## src/rtl/program_load_sequencer_if.sv

```systemverilog
// ---------------------------------------------------------------------------
// program_load_sequencer_if
//
// Bundles the signals between the UART loader, the program load sequencer and
// the instruction memory / CPU core.
//
//   Loader side   : word_valid, word_data, in_execution
//   Memory side   : imem_we, imem_addr, imem_wdata
//   Core control  : cpu_reset, cpu_run
//   Host status   : word_count, checksum, overflow
//
// Modports:
//   slave  - the sequencer itself (consumes loader signals, drives the rest)
//   master - the environment around it (loader, memory, core, host)
// ---------------------------------------------------------------------------
interface program_load_sequencer_if #(
  parameter int ADDR_W = 10
);

  logic              word_valid;
  logic [31:0]       word_data;
  logic              in_execution;

  logic              imem_we;
  logic [ADDR_W-1:0] imem_addr;
  logic [31:0]       imem_wdata;

  logic              cpu_reset;
  logic              cpu_run;

  logic [ADDR_W:0]   word_count;
  logic [31:0]       checksum;
  logic              overflow;

  modport slave (
    input  word_valid,
    input  word_data,
    input  in_execution,
    output imem_we,
    output imem_addr,
    output imem_wdata,
    output cpu_reset,
    output cpu_run,
    output word_count,
    output checksum,
    output overflow
  );

  modport master (
    output word_valid,
    output word_data,
    output in_execution,
    input  imem_we,
    input  imem_addr,
    input  imem_wdata,
    input  cpu_reset,
    input  cpu_run,
    input  word_count,
    input  checksum,
    input  overflow
  );

endinterface : program_load_sequencer_if

```

## src/rtl/program_load_sequencer.sv

```systemverilog
// ---------------------------------------------------------------------------
// program_load_sequencer
//
// Sits between the UART instruction loader and the CPU core. While the loader
// is in load mode, every assembled word is written to consecutive
// instruction-memory addresses and the core is held in reset. When the loader
// switches to execute mode, reset is held for BOOT_CYCLES more cycles, then the
// core is released. A word count and an XOR checksum of the written words are
// kept so the host can verify the download.
//
// Ports:
//   clk    - system clock
//   reset  - synchronous, active-low reset
//   bus    - program_load_sequencer_if.slave
//              in : word_valid, word_data, in_execution
//              out: imem_we, imem_addr, imem_wdata, cpu_reset, cpu_run,
//                   word_count, checksum, overflow
//
// Parameters:
//   ADDR_W      - instruction memory address width (DEPTH = 2**ADDR_W words)
//   BOOT_CYCLES - cycles cpu_reset stays high after execute mode is entered
//                 (must be >= 1)
//
// All outputs come straight from registers.
// ---------------------------------------------------------------------------
module program_load_sequencer #(
  parameter int ADDR_W      = 10,
  parameter int BOOT_CYCLES = 4
) (
  input  logic                            clk,
  input  logic                            reset,
  program_load_sequencer_if.slave         bus
);

  // -------------------------------------------------------------------------
  // Local constants
  // -------------------------------------------------------------------------
  localparam int unsigned     DEPTH      = 1 << ADDR_W;
  localparam logic [ADDR_W:0] FULL_COUNT = DEPTH[ADDR_W:0];
  localparam logic [ADDR_W:0] COUNT_ONE  = {{ADDR_W{1'b0}}, 1'b1};

  // Boot counter only needs to reach BOOT_CYCLES-1; keep at least one bit so
  // BOOT_CYCLES == 1 still elaborates.
  localparam int              CNT_W      = (BOOT_CYCLES > 1) ? $clog2(BOOT_CYCLES) : 1;
  localparam int unsigned     BOOT_LAST_I = BOOT_CYCLES - 1;
  localparam logic [CNT_W-1:0] BOOT_LAST = BOOT_LAST_I[CNT_W-1:0];
  localparam logic [CNT_W-1:0] CNT_ONE   = {{(CNT_W-1){1'b0}}, 1'b1};

  typedef enum logic [1:0] {
    ST_LOAD = 2'd0,
    ST_BOOT = 2'd1,
    ST_RUN  = 2'd2
  } state_t;

  // -------------------------------------------------------------------------
  // Helpers
  // -------------------------------------------------------------------------
  // Running checksum: plain XOR fold of each accepted word.
  function automatic logic [31:0] checksum_fold(input logic [31:0] acc,
                                                input logic [31:0] word);
    return acc ^ word;
  endfunction

  // -------------------------------------------------------------------------
  // State and output registers
  // -------------------------------------------------------------------------
  state_t            state_r;
  logic [CNT_W-1:0]  boot_cnt_r;
  logic              imem_we_r;
  logic [ADDR_W-1:0] imem_addr_r;
  logic [31:0]       imem_wdata_r;
  logic              cpu_reset_r;
  logic              cpu_run_r;
  logic [ADDR_W:0]   word_count_r;
  logic [31:0]       checksum_r;
  logic              overflow_r;

  // Memory is full once the count reaches DEPTH; the count never goes beyond.
  logic              mem_full_s;
  assign mem_full_s = (word_count_r == FULL_COUNT);

  // Sequencer FSM with all outputs registered in the same block.
  always_ff @(posedge clk) begin
    if (!reset) begin
      state_r      <= ST_LOAD;
      boot_cnt_r   <= {CNT_W{1'b0}};
      imem_we_r    <= 1'b0;
      imem_addr_r  <= {ADDR_W{1'b0}};
      imem_wdata_r <= 32'h0000_0000;
      cpu_reset_r  <= 1'b1;
      cpu_run_r    <= 1'b0;
      word_count_r <= {(ADDR_W+1){1'b0}};
      checksum_r   <= 32'h0000_0000;
      overflow_r   <= 1'b0;
    end else begin
      // The write strobe is a single-cycle pulse; it is re-armed only when a
      // word is accepted below.
      imem_we_r <= 1'b0;

      case (state_r)
        ST_LOAD: begin
          cpu_reset_r <= 1'b1;
          cpu_run_r   <= 1'b0;
          if (bus.in_execution) begin
            // Mode switch wins over a coincident word strobe: that word is
            // discarded rather than half-committed.
            state_r    <= ST_BOOT;
            boot_cnt_r <= {CNT_W{1'b0}};
          end else if (bus.word_valid) begin
            if (!mem_full_s) begin
              imem_we_r    <= 1'b1;
              imem_addr_r  <= word_count_r[ADDR_W-1:0];
              imem_wdata_r <= bus.word_data;
              word_count_r <= word_count_r + COUNT_ONE;
              checksum_r   <= checksum_fold(checksum_r, bus.word_data);
            end else begin
              overflow_r <= 1'b1;
            end
          end else begin
            state_r <= ST_LOAD;
          end
        end

        ST_BOOT: begin
          if (!bus.in_execution) begin
            // Boot aborted: back to a clean load session.
            state_r      <= ST_LOAD;
            cpu_reset_r  <= 1'b1;
            cpu_run_r    <= 1'b0;
            word_count_r <= {(ADDR_W+1){1'b0}};
            checksum_r   <= 32'h0000_0000;
            overflow_r   <= 1'b0;
            imem_addr_r  <= {ADDR_W{1'b0}};
          end else if (boot_cnt_r == BOOT_LAST) begin
            // Release reset and start the core on the same edge.
            state_r     <= ST_RUN;
            cpu_reset_r <= 1'b0;
            cpu_run_r   <= 1'b1;
          end else begin
            boot_cnt_r  <= boot_cnt_r + CNT_ONE;
            cpu_reset_r <= 1'b1;
            cpu_run_r   <= 1'b0;
          end
        end

        ST_RUN: begin
          if (!bus.in_execution) begin
            state_r      <= ST_LOAD;
            cpu_reset_r  <= 1'b1;
            cpu_run_r    <= 1'b0;
            word_count_r <= {(ADDR_W+1){1'b0}};
            checksum_r   <= 32'h0000_0000;
            overflow_r   <= 1'b0;
            imem_addr_r  <= {ADDR_W{1'b0}};
          end else begin
            cpu_reset_r <= 1'b0;
            cpu_run_r   <= 1'b1;
          end
        end

        default: begin
          // Unreachable encoding: recover into a safe, core-held-in-reset state.
          state_r      <= ST_LOAD;
          boot_cnt_r   <= {CNT_W{1'b0}};
          cpu_reset_r  <= 1'b1;
          cpu_run_r    <= 1'b0;
          word_count_r <= {(ADDR_W+1){1'b0}};
          checksum_r   <= 32'h0000_0000;
          overflow_r   <= 1'b0;
          imem_addr_r  <= {ADDR_W{1'b0}};
        end
      endcase
    end
  end

  // -------------------------------------------------------------------------
  // Output drive
  // -------------------------------------------------------------------------
  assign bus.imem_we    = imem_we_r;
  assign bus.imem_addr  = imem_addr_r;
  assign bus.imem_wdata = imem_wdata_r;
  assign bus.cpu_reset  = cpu_reset_r;
  assign bus.cpu_run    = cpu_run_r;
  assign bus.word_count = word_count_r;
  assign bus.checksum   = checksum_r;
  assign bus.overflow   = overflow_r;

endmodule : program_load_sequencer

```

## src/flat_wrapper.sv

```systemverilog
// flat-port wrapper written by rule: the top's interface ports become plain ports
module program_load_sequencer_flat 
#(
  parameter int ADDR_W      = 10,
  parameter int BOOT_CYCLES = 4
)
  (clk, reset, bus_word_valid, bus_word_data, bus_in_execution, bus_imem_we, bus_imem_addr, bus_imem_wdata, bus_cpu_reset, bus_cpu_run, bus_word_count, bus_checksum, bus_overflow);
  program_load_sequencer_if #(.ADDR_W(ADDR_W)) bus_i ();
  input  logic clk;
  input  logic reset;
  input wire logic [$bits(bus_i.word_valid)-1:0] bus_word_valid;
  input wire logic [$bits(bus_i.word_data)-1:0] bus_word_data;
  input wire logic [$bits(bus_i.in_execution)-1:0] bus_in_execution;
  output wire logic [$bits(bus_i.imem_we)-1:0] bus_imem_we;
  output wire logic [$bits(bus_i.imem_addr)-1:0] bus_imem_addr;
  output wire logic [$bits(bus_i.imem_wdata)-1:0] bus_imem_wdata;
  output wire logic [$bits(bus_i.cpu_reset)-1:0] bus_cpu_reset;
  output wire logic [$bits(bus_i.cpu_run)-1:0] bus_cpu_run;
  output wire logic [$bits(bus_i.word_count)-1:0] bus_word_count;
  output wire logic [$bits(bus_i.checksum)-1:0] bus_checksum;
  output wire logic [$bits(bus_i.overflow)-1:0] bus_overflow;
  assign bus_i.word_valid = bus_word_valid;
  assign bus_i.word_data = bus_word_data;
  assign bus_i.in_execution = bus_in_execution;
  assign bus_imem_we = bus_i.imem_we;
  assign bus_imem_addr = bus_i.imem_addr;
  assign bus_imem_wdata = bus_i.imem_wdata;
  assign bus_cpu_reset = bus_i.cpu_reset;
  assign bus_cpu_run = bus_i.cpu_run;
  assign bus_word_count = bus_i.word_count;
  assign bus_checksum = bus_i.checksum;
  assign bus_overflow = bus_i.overflow;
  program_load_sequencer #(.ADDR_W(ADDR_W), .BOOT_CYCLES(BOOT_CYCLES)) u_core (.clk(clk), .reset(reset), .bus(bus_i));
endmodule
```

## config.mk

```make
export PLATFORM = sky130hd
export DESIGN_NAME = program_load_sequencer_flat
export DESIGN_NICKNAME = d
export VERILOG_FILES = /design/src/rtl/program_load_sequencer_if.sv /design/src/rtl/program_load_sequencer.sv /design/src/flat_wrapper.sv
export SDC_FILE = /design/constraint.sdc
export NUM_CORES = 1
export LEC_CHECK = 0
export CORE_MARGIN = 5
export CORE_UTILIZATION = 44
export CTS_BUF_LIST = sky130_fd_sc_hd__clkbuf_4
export DETAILED_ROUTE_END_ITERATION = 10
export GPL_TIMING_DRIVEN = 1
export PLACE_DENSITY = 0.83
export SETUP_SLACK_MARGIN = 0.15
export SYNTH_ARGS = -nofsm -noshare
export SYNTH_HDL_FRONTEND = slang
export SYNTH_SLANG_ARGS = --single-unit
```

## constraint.sdc

```tcl
create_clock -name clk -period 1.85 [get_ports clk]
set_input_delay 0.37 -clock clk [delete_from_list [all_inputs] [get_ports clk]]
set_output_delay 0.37 -clock clk [all_outputs]
set_load 0.05 [all_outputs]
```

**Word-level counts from Yosys, hierarchy flattened**

Cells that the tools add are included.

- Bits in registers: 93
- Bits of input ports: 36

- Add/subtract/negate cells: 2
- Equality and inequality tests: 15
- Multiplexer cells: 39
- Bitwise logic cells: 7
- Reductions and logical operators: 8

Operator list:

| cell | number |
|---|---|
| 32-bit 2-to-1 mux | 4 |
| 32-bit case mux with 2 select lines | 1 |
| 11-bit 2-to-1 mux | 4 |
| 10-bit 2-to-1 mux | 4 |
| 32-bit XOR | 1 |
| 11-bit case mux with 2 select lines | 1 |
| 10-bit case mux with 2 select lines | 1 |
| 2-bit 2-to-1 mux | 8 |
| 2-bit inequality test, second input constant | 8 |
| 4-bit AND reduction | 4 |
| 2-bit case mux with 3 select lines | 2 |
| 11-bit by 1-bit adder with 11-bit output, second input constant | 1 |
| 11-bit == test, second input constant | 1 |
| 1-bit 2-to-1 mux | 11 |
| 1-bit inverter | 6 |
| 1-bit case mux with 2 select lines | 3 |
| 2-bit == test, second input constant | 2 |
| 4-bit OR reduction | 1 |
| 3-bit by 2-bit inequality test with 1-bit output, second input constant | 1 |
| 3-bit inequality test, second input constant | 1 |
| 3-bit AND reduction | 1 |
| 2-bit by 1-bit adder with 2-bit output, second input constant | 1 |
| 2-bit by 1-bit == test with 1-bit output, second input constant | 1 |
| 2-bit zero test | 1 |
| other kinds (2) | 2 |

**Depth between registers and ports, before layout**

Gate-level depths: netlist of the first run.

- Word-level depth: 5
- Mapped depth: 9
- Mapped depth without buffers: 6

**Worst setup path before layout of the first run**

Ideal clock, no wire load.

- Path kind: reg-to-reg
- Start: register u_core.word_count_r[0] (netlist: u_core.bus.word_count[0])
- End: register u_core.word_count_r[10] (netlist: u_core.bus.word_count[10])
- Data arrival time: 2294 ps
- Path slack: -519 ps
- Cell stages (with the launch flop): 9
- Clock period less this slack: 2369 ps
- Cell sequence: dfxtp_1 clkbuf_1 inv_1 ha_1 nor2b_1 and4_1 buf_6 or4_1 a31oi_1

- Cells in the longest elaborated chain, start to end: 5
- Elaborated cells on any way between the ends: 8
- Those cells by class: add/sub: 1; eq/ne: 2; mux: 4; reduce/logical: 1

RTL lines:

| what | RTL line | text |
|---|---|---|
| start, declared | program_load_sequencer.sv:74 | `logic [ADDR_W:0] word_count_r;` |
| start signal, assigned | program_load_sequencer.sv:92 | `word_count_r <= {(ADDR_W+1){1'b0}};` |
| start signal, assigned | program_load_sequencer.sv:114 | `word_count_r <= word_count_r + COUNT_ONE;` |
| start signal, assigned | program_load_sequencer.sv:130 | `word_count_r <= {(ADDR_W+1){1'b0}};` |
| 11-bit by 1-bit adder with 11-bit output | program_load_sequencer.sv:114 |  |
| 11-bit 2-to-1 mux | program_load_sequencer.sv:110 | `if (!mem_full_s) begin` |
| 11-bit 2-to-1 mux | program_load_sequencer.sv:109 | `end else if (bus.word_valid) begin` |
| 11-bit 2-to-1 mux | program_load_sequencer.sv:104 | `if (bus.in_execution) begin` |
| 11-bit case mux with 2 select lines | program_load_sequencer.sv:100 | `case (state_r)` |

Several ways; a longest one is shown, not always the timed one. The select of a mux whose other input is x is not followed.
A chain may end at the register's enable or synchronous reset.

**Worst setup path after layout of the first run**

- Start: register u_core.state_r[1]
- End: register u_core.checksum_r[1] (netlist: u_core.bus.checksum[1])

- Cells in the longest elaborated chain, start to end: 4
- Elaborated cells on any way between the ends: 10
- Those cells by class: eq/ne: 6; mux: 1; reduce/logical: 3

RTL lines:

| what | RTL line | text |
|---|---|---|
| start, declared | program_load_sequencer.sv:67 | `state_t state_r;` |
| start signal, assigned | program_load_sequencer.sv:85 | `state_r <= ST_LOAD;` |
| start signal, assigned | program_load_sequencer.sv:107 | `state_r <= ST_BOOT;` |
| start signal, assigned | program_load_sequencer.sv:120 | `state_r <= ST_LOAD;` |
| 2-bit by 1-bit == test with 1-bit output or 2-bit == test (tied branches) | program_load_sequencer.sv:100 |  |
| 2-bit OR reduction (no source line) | n/a |  |
| 2-bit inequality test (no source line) | n/a |  |
| 4-bit AND reduction (no source line) | n/a |  |
| end signal, assigned | program_load_sequencer.sv:115 | `checksum_r <= checksum_fold(checksum_r, bus.word_data);` |
| end, declared | program_load_sequencer.sv:75 | `logic [31:0] checksum_r;` |

Several ways; a longest one is shown, not always the timed one.

==> results.yml, run 1 <==
run_status:
  status: "completed"
detailed_routing:
  first_pass_iters: 4
  drc: 0
  vias_per_cell: 5.617
  postRouteAntennaNets: 0
  first_iter_violations: 172
  wl_per_cell_um: 18.17
  detailroute.via_count: 3904
  drt_wl_total_um: 12630
cells_and_area:
  nets: 622
  final_area_um2: 6336
  area_growth_pct: 54.91
  mostFrequentLayoutCells: "buf_4 (118), dfxtp_1 (81), nor2_1 (36)"
  diodes: 0
  n_fill_cell: 645
  layout_commonest_cell: "buf_4"
  drive_above_1_share: 0.4264
  utilization: 0.6923
timing:
  skew_ns: 0.01414
  fin_crit_ns: 1.820
  rsz0062_at_grt: "true"
  tns_ns: 0
  finalSetupViolCount: 0
  tightest_slew_ns: 0.3566
  clock.fmax_mhz: 549.5
  slew_viol_final: 0
  period_share: 0.9837
  hold_viol: 0
  maxSlewHeadroom: 0.7617
hold_path:
  hold_end: "u_core.bus.cpu_run"
  min-delay-start: "bus_in_execution"
  hp-class: "input pin to flip-flop"
  hold_depth: 4
logic_synthesis:
  ys_warn_count: 0
  synth_area_um2: 4090
  syn_nets: 457
  ys_types: 46
  syn_inst: 415
  synth_ff_type: "dfxtp_1"
  synth_edf_count: 0
  yosys_register_bits: 93
  synthArstFlopShare: 0
  synth_top_area_frac: 0.4552
  avgSynthCellArea_um2: 9.856
  synth_top_area_cell: "dfxtp_1"
  ys_seq_area_frac: 0.4552
  synthTopCellsByArea: "dfxtp_1 (46%), mux2i_1 (8.1%), a311oi_2 (5.9%), a21oi_1 (5.1%), nand2b_1 (4.3%)"
die:
  die_w_um: 106.4
  start_util: 0.4469
  dieArea_um2: 11320
  rows: 35
  die_h_um: 106.4
  coreArea_um2: 9153
  ioPinCount: 125
power_and_ir_drop:
  p_per_area_nw_per_um2: 733.8
  p_leak_nw: 2.472
  irDropWorstVdd_mv: 0.5111
setup_path:
  reg2reg_from: "u_core.state_r[1]"
  critical_path_class: "flip-flop to flip-flop"
  crit_chain: "inv_2 -> ha_4 -> a21o_1 -> and4_4 -> buf_12 -> buf_4 -> buf_8 -> o31ai_4 -> a21oi_1"
  r2r.worst_path.cells: 9
  path_buf_inv: 4
  r2r_slack_ns: 0.03
  cpLargestDelayFamily: "compound AO/OA/AOI/OAI gates"
  crit_required_ns: 2.21
  r2r_end: "u_core.bus.checksum[1]"
  critPathLaunchType: "flip-flop"
  worst-path-stages: 9
  critical_path.slowest_cell: "dfxtp_2"
  crit_path_max_incr_delay_ns: 0.36
  worst-path-max-fanout: 10
  end_kind: "flip-flop"
  cp.arrival_ns: 2.18
placed_design:
  dp_hpwl_um: 8420
  portBuffers: 124
  gp_congestion: 0.9096
  placed_area_um2: 5585
global_route:
  grt_pass1_wl_um: 18770
  grt_usage: 0.2043
  grt_pass1_vias: 3816
  grt_overflow: 0
  antenna_found_initial: 0
  grt_start_max_net_pins: 35
clocking:
  cts_max_path_buffers: 2
  htree_num_levels: 3
  cts_sinks: 93
  clk_latency_ns: 0.45
  cts_root_buffer: "clkbuf_4"
  cts_tree: "built"
  cts_buffers: 9
  clk_pin_slew_worst_paths_ns: 0.15
flow_run:
  cap_violations: 0
==> state kept, by name, summed over array words and instances, names as in the netlist <==
name,cells
u_core.bus.checksum,32
u_core.bus.imem_wdata,32
u_core.bus.word_count,11
u_core.bus.imem_addr,10
u_core.boot_cnt_r,2
u_core.state_r,2
u_core.bus.cpu_reset,1
u_core.bus.cpu_run,1
u_core.bus.imem_we,1
u_core.bus.overflow,1
==> how the worst max path moves through the flow <==
stage | from | endpoint | slack [ns]
finish | u_core.state_r[1] | u_core.bus.checksum[1] | 0.03
detailed placement | bus_in_execution | u_core.bus.checksum[14] | -0.61
CTS | u_core.bus.word_count[5] | u_core.bus.checksum[23] | 0.06
global placement | bus_in_execution | u_core.bus.checksum[11] | -0.48
global route | u_core.bus.word_count[6] | u_core.bus.imem_wdata[16] | -0.02
floorplan | u_core.bus.word_count[1] | u_core.bus.word_count[4] | 0.03
==> per-stage QoR <==
stage / hold slack (ns) / setup slack (ns) / power (mW) / cells
after floorplan: 0.4533 / 0.03425 / 2.898 / 415
after global placement: 0.4552 / -0.4778 / 3.263 / 663
after detailed placement: 0.4618 / -0.6099 / 3.288 / 663
after CTS: 0.4943 / 0.06304 / 4.541 / 687
after global routing: 0.4352 / -0.02470 / 4.836 / 695
final: 0.4330 / 0.03023 / 4.650 / 695
==> layer usage <==
layer	wire length, um	part of all wire	global-route usage
met5	0	0	0
met4	231	0.018	0.07580
met3	1071	0.085	0.07529
met2	6253	0.50	0.3425
met1	5074	0.40	0.2386
==> Yosys cell counts (4+ instances only) <==
cell type / count
nand3_1: 10
o31ai_1: 10
nand2b_1: 28
a311oi_2: 16
nand2_1: 15
a21oi_1: 42
a32o_1: 4
inv_1: 7
dfxtp_1: 93
or4_1: 6
nor2_1: 37
o21ai_0: 8
ha_1: 6
clkbuf_1: 14
a22o_1: 9
a311oi_1: 7
buf_2: 8
nor2b_1: 10
buf_4: 5
nand3b_1: 7
mux2i_1: 33
nand4_1: 5
==> report_power, final <==
part	switching, mW	internal [mW]
Combinational	0.750	0.497
Clock	0.693	0.543
Sequential	0.0778	2.09
==> area by class of cell <==
| type | count | area [um2] | share of cell area |
|---|---|---|---|
| Sequential cell | 93 | 1887 | 0.2978 |
| Timing Repair Buffer | 183 | 1687 | 0.2662 |
| Inverter | 8 | 30.03 | 0.004739 |
| Clock buffer | 9 | 67.56 | 0.01066 |
| Multi-Input combinational cell | 285 | 2440 | 0.3851 |
| Clock inverter | 6 | 86.33 | 0.01363 |
| Tap cell | 111 | 138.9 | 0.02192 |
==> logic make-up after synthesis <==
logic type,count (synthesis),synth area share
mux,33,0.08076
flops,93,0.4552
fa+ha+maj,6,0.01835
compound gates,109,0.2077
buf+inv,38,0.04833
simple gates,136,0.1897
==> worst register-to-register path: stages (launching register included) <==
cell	delay (ns)
dfxtp_2	0.36
inv_2	0.05
ha_4	0.25
a21o_1	0.18
and4_4	0.19
buf_12	0.13
buf_4	0.13
buf_8	0.13
o31ai_4	0.22
a21oi_1	0.09
==> repair_timing <==
item,4_1_cts,5_1_grt
resized for setup,56,61
hold buffers,0,0
pin swaps,5,38
endpoints found under the setup margin,89,87
gates cloned,1,4
buffers inserted,8,4
No activity file was read; power rests on OpenSTA's default activity.
==> run 2: changes to the inputs <==
--- a/config.mk
+++ b/config.mk
@@ -5,6 +5,7 @@
 export SDC_FILE = /design/constraint.sdc
 export NUM_CORES = 1
 export LEC_CHECK = 0
+export CORE_ASPECT_RATIO = 0.8
 export CORE_MARGIN = 5
 export CORE_UTILIZATION = 44
 export CTS_BUF_LIST = sky130_fd_sc_hd__clkbuf_4
==> run 2 against run 1 <==
  * The run now ends with negative setup slack left
  * Non-clock buffer count is 6 higher
  * Total power increased by 4.1%
  * Clock skew is 0.0044 ns lower
  * Routed wire length is 2.9% higher
  * Via count increased by 1.9%
  * Worst hold slack better by 0.044 ns
  * Clock power grew 11%
  * Sequential power barely moved
  * Largest cell class unchanged
  * Largest power group unchanged
==> results.yml, run 2 (same netlist as run 1, synthesis figures left out) <==
run_status:
  status: "complete, but fails checks"
  failed_checks: "negative setup slack"
timing:
  hold_slack_ns: 0.4771
  period_share: 1.058
  tns_ns: -0.6377
  slew_viol_final: 0
  rsz0062_at_grt: "true"
  clock.fmax_mhz: 510.8
  tightest_slew_ns: 0.4397
  skew_ns: 0.009766
  setup_slack_ns: -0.1079
  hold_viol: 0
  finalSetupViolCount: 22
  maxSlewHeadroom: 0.7063
  fin_crit_ns: 1.958
detailed_routing:
  first_iter_violations: 230
  postRouteAntennaNets: 0
  detailroute.via_count: 3979
  routed-wl-met2_um: 6341
  wl_per_cell_um: 18.40
  first_pass_iters: 5
  drc: 0
  vias_per_cell: 5.636
  wl_met1_um: 5303
  wl_met3_um: 973
  drt_wl_total_um: 12990
  top_layer: "met4"
die:
  dieArea_um2: 11340
  die_w_um: 117.8
  rows: 31
  coreArea_um2: 9076
  ioPinCount: 125
  die_h_um: 96.24
  start_util: 0.4506
global_route:
  antenna_found_initial: 0
  grt_pass1_wl_um: 19010
  grt_start_max_net_pins: 54
  grt_usage: 0.2048
  grt_pass1_vias: 3820
  grt_overflow: 0
setup_path:
  crit_required_ns: 2.21
  worst-path-max-fanout: 8
  end_kind: "flip-flop"
  cp.arrival_ns: 2.32
  crit_chain: "inv_2 -> ha_4 -> buf_6 -> a21o_1 -> and4_4 -> nor2_4 -> buf_6 -> buf_16 -> a311oi_1"
  cpMostUsedCell: "buf_6"
  critical_path_class: "flip-flop to flip-flop"
  cpLargestDelayFamily: "compound AO/OA/AOI/OAI gates"
  path_buf_inv: 4
  critPathLaunchType: "flip-flop"
  critical_path.slowest_cell: "dfxtp_2"
  crit_path_max_incr_delay_ns: 0.36
placed_design:
  dp_cells: 662
  dp_hpwl_um: 8087
  portBuffers: 124
  gp_congestion: 0.8601
cells_and_area:
  drive_above_1_share: 0.4129
  nets: 628
  utilization: 0.7007
  diodes: 0
  area_growth_pct: 55.49
  mostFrequentLayoutCells: "buf_4 (121), dfxtp_1 (81), a21oi_1 (37)"
  layout_commonest_cell: "buf_4"
  final_cells: 706
flow_run:
  cap_violations: 0
power_and_ir_drop:
  p_leak_nw: 2.507
  p_per_area_nw_per_um2: 761.2
  irDropWorstVdd_mv: 0.4218
clocking:
  htree_num_levels: 3
  cts_max_path_buffers: 2
  clk_pin_slew_worst_paths_ns: 0.13
  cts_sinks: 93
  cts_buffers: 9
  cts_tree: "built"
  cts_root_buffer: "clkbuf_4"
  hold_buffers: 0
  clk_latency_ns: 0.46
hold_path:
  hp-class: "flip-flop to flip-flop"
run 2: worst paths after layout:
path,from,end,slack (ns),depth (start not counted)
min reg2reg,u_core.bus.imem_addr[4],u_core.bus.imem_addr[4],0.48,2
min,u_core.bus.imem_addr[4],u_core.bus.imem_addr[4],0.48,2
max,u_core.state_r[1],u_core.bus.checksum[8],-0.11,9
max reg2reg,u_core.state_r[1],u_core.bus.checksum[8],-0.11,9
run 2: cell type report:
type,instances,area [um2]
Timing Repair Buffer,189,1800
Clock inverter,5,98.84
Tap cell,115,143.9
Multi-Input combinational cell,285,2317
Inverter,8,30.03
Fill cell,634,2716
Clock buffer,11,82.58
Sequential cell,93,1887
run 2: power by group:
part | internal, mW | switching (mW) | total [mW]
clock | 0.709 | 0.668 | 1.38
sequential | 2.09 | 0.0664 | 2.15
combinational | 0.545 | 0.765 | 1.31
total | 3.34 | 1.50 | 4.84
run 2: worst register-to-register path, cell delays in order (launching register included):
cell	delay, ns
dfxtp_2	0.36
inv_2	0.05
ha_4	0.27
buf_6	0.09
a21o_1	0.14
and4_4	0.31
nor2_4	0.08
buf_6	0.14
buf_16	0.13
a311oi_1	0.30
run 2: metal layers:
layer / global-route usage / up-vias
li1: - / 1876
met3: 0.06992 / 38
met4: 0.08500 / 0
met5: 0 / -
met2: 0.3432 / 173
met1: 0.2433 / 1892
run 2: what timing repair did:
item                       in CTS  in global routing
buffers inserted                7                 12
gates resized for setup        53                 44
pin swaps                      13                 33
setup endpoints to repair      64                 82
gates cloned                    4                  5
run 2: per-stage QoR:
step                worst slack, ns  power (mW)  instance area [um2]
floorplan                   0.03425       2.898                 4199
global placement            -0.4815       3.255                 5515
detailed placement          -0.5887       3.284                 5515
CTS                        0.008734       4.754                 5963
global route                -0.1565       5.044                 6360
finish                      -0.1079       4.841                 6360
